### config.mk
export PLATFORM = sky130hd
export DESIGN_NAME = gpac_adc_sample_framer
export DESIGN_NICKNAME = d
export VERILOG_FILES = /design/src/rtl/gpac_adc_sample_framer.sv
export SDC_FILE = /design/constraint.sdc
export NUM_CORES = 1
export LEC_CHECK = 0
export CAP_MARGIN = 5
export CORE_ASPECT_RATIO = 0.8
export CORE_MARGIN = 2
export CORE_UTILIZATION = 35
export DETAILED_ROUTE_END_ITERATION = 7
export GPL_ROUTABILITY_DRIVEN = 0
export PLACE_DENSITY = 0.67
export SYNTH_ARGS = -nofsm -noshare
export SYNTH_HDL_FRONTEND = slang
export SYNTH_SLANG_ARGS = --single-unit
### constraint.sdc
create_clock -name ADC_ENC -period 2.22 [get_ports ADC_ENC]
set_input_delay 0.444 -clock ADC_ENC [delete_from_list [all_inputs] [get_ports ADC_ENC]]
set_output_delay 0.444 -clock ADC_ENC [all_outputs]
set_load 0.02 [all_outputs]
### src/rtl/gpac_adc_sample_framer.sv
// GPAC ADC sample framer: captures a programmed burst of 14-bit samples after
// START or a TRIGGER rising edge and packs two samples per 32-bit FIFO word.
module gpac_adc_sample_framer #(
  parameter logic [2:0]  HEADER_ID = 3'd0,
  parameter int unsigned CNT_WIDTH = 24,
  parameter int unsigned DLY_WIDTH = 16
) (
  input  logic                 ADC_ENC,
  input  logic                 ADC_RST,
  input  logic [13:0]          ADC_IN,
  input  logic                 START,
  input  logic                 TRIGGER,
  input  logic                 CONF_EN_TRIGGER,
  input  logic [CNT_WIDTH-1:0] CONF_DATA_CNT,
  input  logic [DLY_WIDTH-1:0] CONF_DELAY,
  input  logic                 FIFO_FULL,
  output logic                 FIFO_WRITE,
  output logic [31:0]          FIFO_DATA,
  output logic                 BUSY,
  output logic                 DONE,
  output logic [7:0]           LOST_CNT
);

  localparam logic [1:0] S_IDLE    = 2'd0;
  localparam logic [1:0] S_ARMED   = 2'd1;
  localparam logic [1:0] S_DELAY   = 2'd2;
  localparam logic [1:0] S_CAPTURE = 2'd3;

  logic [1:0]           state_q, state_d;
  logic [CNT_WIDTH-1:0] cnt_q, cnt_d;
  logic [DLY_WIDTH-1:0] dly_q, dly_d;
  logic [DLY_WIDTH-1:0] conf_dly_q, conf_dly_d;
  logic                 trig_q, trig_d;
  logic [13:0]          half_q, half_d;
  logic                 half_vld_q, half_vld_d;
  logic                 sof_q, sof_d;
  logic                 wr_q, wr_d;
  logic [31:0]          data_q, data_d;
  logic                 done_q, done_d;
  logic [7:0]           lost_q, lost_d;

  always_comb begin
    state_d    = state_q;
    cnt_d      = cnt_q;
    dly_d      = dly_q;
    conf_dly_d = conf_dly_q;
    trig_d     = TRIGGER;
    half_d     = half_q;
    half_vld_d = half_vld_q;
    sof_d      = sof_q;
    wr_d       = 1'b0;
    data_d     = data_q;
    done_d     = done_q;
    lost_d     = lost_q;

    // A word is dropped when its write slot coincides with FIFO_FULL
    if (wr_q && FIFO_FULL && (lost_q != 8'hFF))
      lost_d = lost_q + 8'd1;

    case (state_q)
      S_IDLE: begin
        if (START) begin
          conf_dly_d = CONF_DELAY;
          cnt_d      = CONF_DATA_CNT;
          done_d     = 1'b0;
          lost_d     = '0;
          half_vld_d = 1'b0;
          sof_d      = 1'b1;
          if (CONF_DATA_CNT == '0) begin
            done_d = 1'b1;
          end else if (CONF_EN_TRIGGER) begin
            state_d = S_ARMED;
          end else if (CONF_DELAY != '0) begin
            state_d = S_DELAY;
            dly_d   = CONF_DELAY;
          end else begin
            state_d = S_CAPTURE;
          end
        end
      end
      S_ARMED: begin
        if (TRIGGER && !trig_q) begin
          if (conf_dly_q != '0) begin
            state_d = S_DELAY;
            dly_d   = conf_dly_q;
          end else begin
            state_d = S_CAPTURE;
          end
        end
      end
      S_DELAY: begin
        if (dly_q == DLY_WIDTH'(1))
          state_d = S_CAPTURE;
        else
          dly_d = dly_q - DLY_WIDTH'(1);
      end
      default: begin
        cnt_d = cnt_q - CNT_WIDTH'(1);
        if (half_vld_q) begin
          wr_d       = 1'b1;
          data_d     = {HEADER_ID, sof_q, half_q, ADC_IN};
          sof_d      = 1'b0;
          half_vld_d = 1'b0;
        end else if (cnt_q == CNT_WIDTH'(1)) begin
          wr_d   = 1'b1;
          data_d = {HEADER_ID, sof_q, ADC_IN, 14'h0000};
          sof_d  = 1'b0;
        end else begin
          half_d     = ADC_IN;
          half_vld_d = 1'b1;
        end
        if (cnt_q == CNT_WIDTH'(1)) begin
          state_d = S_IDLE;
          done_d  = 1'b1;
        end
      end
    endcase
  end

  always_ff @(posedge ADC_ENC) begin
    if (ADC_RST) begin
      state_q    <= S_IDLE;
      cnt_q      <= '0;
      dly_q      <= '0;
      conf_dly_q <= '0;
      trig_q     <= 1'b0;
      half_q     <= '0;
      half_vld_q <= 1'b0;
      sof_q      <= 1'b0;
      wr_q       <= 1'b0;
      data_q     <= '0;
      done_q     <= 1'b0;
      lost_q     <= '0;
    end else begin
      state_q    <= state_d;
      cnt_q      <= cnt_d;
      dly_q      <= dly_d;
      conf_dly_q <= conf_dly_d;
      trig_q     <= trig_d;
      half_q     <= half_d;
      half_vld_q <= half_vld_d;
      sof_q      <= sof_d;
      wr_q       <= wr_d;
      data_q     <= data_d;
      done_q     <= done_d;
      lost_q     <= lost_d;
    end
  end

  // Strobe is gated by FIFO_FULL in the write cycle itself; data stays registered
  assign FIFO_WRITE = wr_q & ~FIFO_FULL;
  assign FIFO_DATA  = data_q;
  assign BUSY       = (state_q != S_IDLE);
  assign DONE       = done_q;
  assign LOST_CNT   = lost_q;

endmodule

==> metrics.cfg <==
[grt]
grt-busiest-layer = met2
groute.usage.overall = 0.208
antenna_found_initial = 0
first_global_vias = 6064
grt_overflow_total = 0
grt_max_degree = 43
use_met2 = 0.323
met1_usage = 0.289
grt_pass1_wl_mm = 31.4
gr-usage-met3 = 0.0505

[power]
netSwitchingFraction = 0.407
combPwrFrac = 0.521
power_frac_clock = 0.224
peakVddDrop_v = 0.000608
pwr-share-seq = 0.255
intPower_w = 0.00649
p_total_w = 0.0109
p_leak_nw = 3.25
p_per_area_nw_per_um2 = 1230
switching_power_w = 0.00446

[sta]
maxClockFrequency_mhz = 437
slew_headroom = 0.505
tightest_slew_ns = 0.739
setup_ws_ns = -0.0681
min_period_ns = 2.29
slew_violations = 0
setup_viol_count_final = 33
whs_ns = 0.453
hold_viol_final = 0
grt_setup_unrepaired = yes
tns_ns = -1.38
post-route-period-util = 1.03
skew_ns = 0.00759

[synthesis]
async_flop_share = 0
synth_seq_area_share = 0.370
ys.flop_type = dfxtp_1
synth.avg_cell_area_um2 = 7.99
synth-seq-cells = 114
synth_top_cell_by_area = dfxtp_1
yosysMostFrequentCell = nand2_1
syn_inst = 773
synth.top_cell.area_share = 0.370
yosysWarnings = 0
syn_area_um2 = 6170
yosysUniqueCellTypes = 75
synth_common_cells = nand2_1, dfxtp_1, a21oi_1
synth_edf_count = 0
synth_area_leaders = dfxtp_1, nand2_1, a21oi_1

[place]
io_buffers = 99
dp.cells = 1146
dpl.hpwl_mm = 13.8

[clock_network]
cts_root_buffer = clkbuf_16
path_clk_slew_ns = 0.05
clk_latency_ns = 0.42
clock-sinks = 114
cts_tree = done
cts_hold_buf = 0
clk_path_buf_depth = 2
h-tree-depth = 4
cts_buffers = 17

[die]
boundaryPins = 103
die_width_um = 153
dieArea_um2 = 18700
core_area_um2 = 17300
start_util = 0.356
die-height_um = 123
row_count = 43

[flow_run]
max_cap_violations = 0

[worst_setup_path]
rrSetupSlack_ns = -0.07
cp_max_fo = 6
arrival_ns = 2.57
end_kind = register
worstPathRequired_ns = 2.50
cp-start-kind = register
worstSetupPathType = reg -> reg

[route]
antenna_left = 0
wl_per_cell_um = 17.0
drc = 0
drt_iter0_markers = 645
drt_first_pass_iters = 5
vias_per_cell = 5.50
vias = 6513
wirelength_mm = 20.1

[cells_and_area]
fin_nets = 1019
drive_gt1_frac = 0.217
area.growth.synth_to_final_pct = 44.3
finish.utilization = 0.514
fillers = 1620
antenna_cells = 0
multi_input_area_um2 = 3770
fin_cells = 1185
regArea_um2 = 2290

[outcome]
violations = setup timing
outcome = finished with violations

[min_path]
hp-class = reg -> reg

==> stage by stage <==
step	area, µm²	setup WS [ns]
2_1_floorplan	6200	-0.00406
3_3_place_gp	8000	-0.427
3_5_place_dp	8000	-0.465
4_1_cts	8630	-0.0505
5_1_grt	8910	-0.143
6_report	8910	-0.0681
==> cell families after synthesis <==
family	share of synthesized area
AOI/OAI and AO/OA	0.241
xor gates and xnor gates	0.0156
adders and majority gates	0.0182
buffers and inverters	0.0592
DFF	0.370
muxes	0.0655
other	0.000607
and+or+nand+nor	0.231
==> layout by cell type, fill, tap and decap left out, types with 8 or more instances in the layout <==
cell / netlist / final
nand4_1: 8 / 8
o21ai_0: 37 / 21
a21oi_1: 84 / 77
clkbuf_16: 0 / 19
clkdlybuf4s50_1: 0 / 97
nor3_1: 19 / 17
nor4_1: 21 / 18
a211oi_1: 20 / 20
xnor2_1: 8 / 8
nor2_1: 63 / 63
mux2i_1: 37 / 37
buf_6: 6 / 9
buf_4: 6 / 98
dfxtp_1: 114 / 111
nand3_1: 27 / 26
nand2_1: 115 / 112
ha_1: 9 / 9
inv_1: 16 / 15
o21ai_2: 0 / 13
o221ai_1: 9 / 9
==> final cells by class <==
type,instances,share of cell area
Multi-Input combinational cell,585,0.423
Clock buffer,23,0.0548
Inverter,19,0.00814
Clock inverter,6,0.00365
Timing Repair Buffer,213,0.222
Tap cell,225,0.0316
Sequential cell,114,0.256
==> power groups by stage <==
stage	registers [W]	clock network, W	logic (W)
6_report	0.00279	0.00245	0.00571
5_1_grt	0.00284	0.00261	0.00618
3_5_place_dp	0.00280	0	0.00517
4_1_cts	0.00277	0.00249	0.00536
2_1_floorplan	0.00277	0	0.00336
3_3_place_gp	0.00280	0	0.00510
==> worst paths after layout <==
check,start,endpoint,cells after the start
worst max-delay path,cnt_q[16]$_SDFFE_PP0P_,FIFO_DATA[10]$_SDFFE_PP0P_,7
worst min register to register,half_q[10]$_SDFFE_PP0P_,half_q[10]$_SDFFE_PP0P_,2
worst max register to register,cnt_q[16]$_SDFFE_PP0P_,FIFO_DATA[10]$_SDFFE_PP0P_,7
worst min-delay path,half_q[10]$_SDFFE_PP0P_,half_q[10]$_SDFFE_PP0P_,2
==> layer usage <==
layer | wire [µm] | up-vias | part of all wire
li1 | - | 3200 | -
met1 | 9400 | 3087 | 0.47
met2 | 9190 | 198 | 0.46
met3 | 1270 | 28 | 0.063
met4 | 263 | 0 | 0.013
met5 | 0 | - | 0
==> critical path, stage by stage (launching register included) <==
cell	delay [ns]
dfxtp_2	0.32
or4_4	0.53
or4_4	0.46
o31a_1	0.34
buf_6	0.16
clkbuf_16	0.16
o21ai_2	0.11
a21oi_1	0.07
==> what timing repair did <==
action                     CTS  global route
pin swaps                    3            23
setup buffers                3             2
resized for setup           26            55
setup endpoints to repair   59            64
cloned                       3             2
==> state kept, by name, indices dropped and copies added (netlist names) <==
signal      cells
trig_q          1
sof_q           1
LOST_CNT        8
conf_dly_q     16
FIFO_DATA      29
dly_q          16
DONE            1
half_q         14
wr_q            1
state_q         2
cnt_q          24
half_vld_q      1
(Power assumes the default switching activity.)
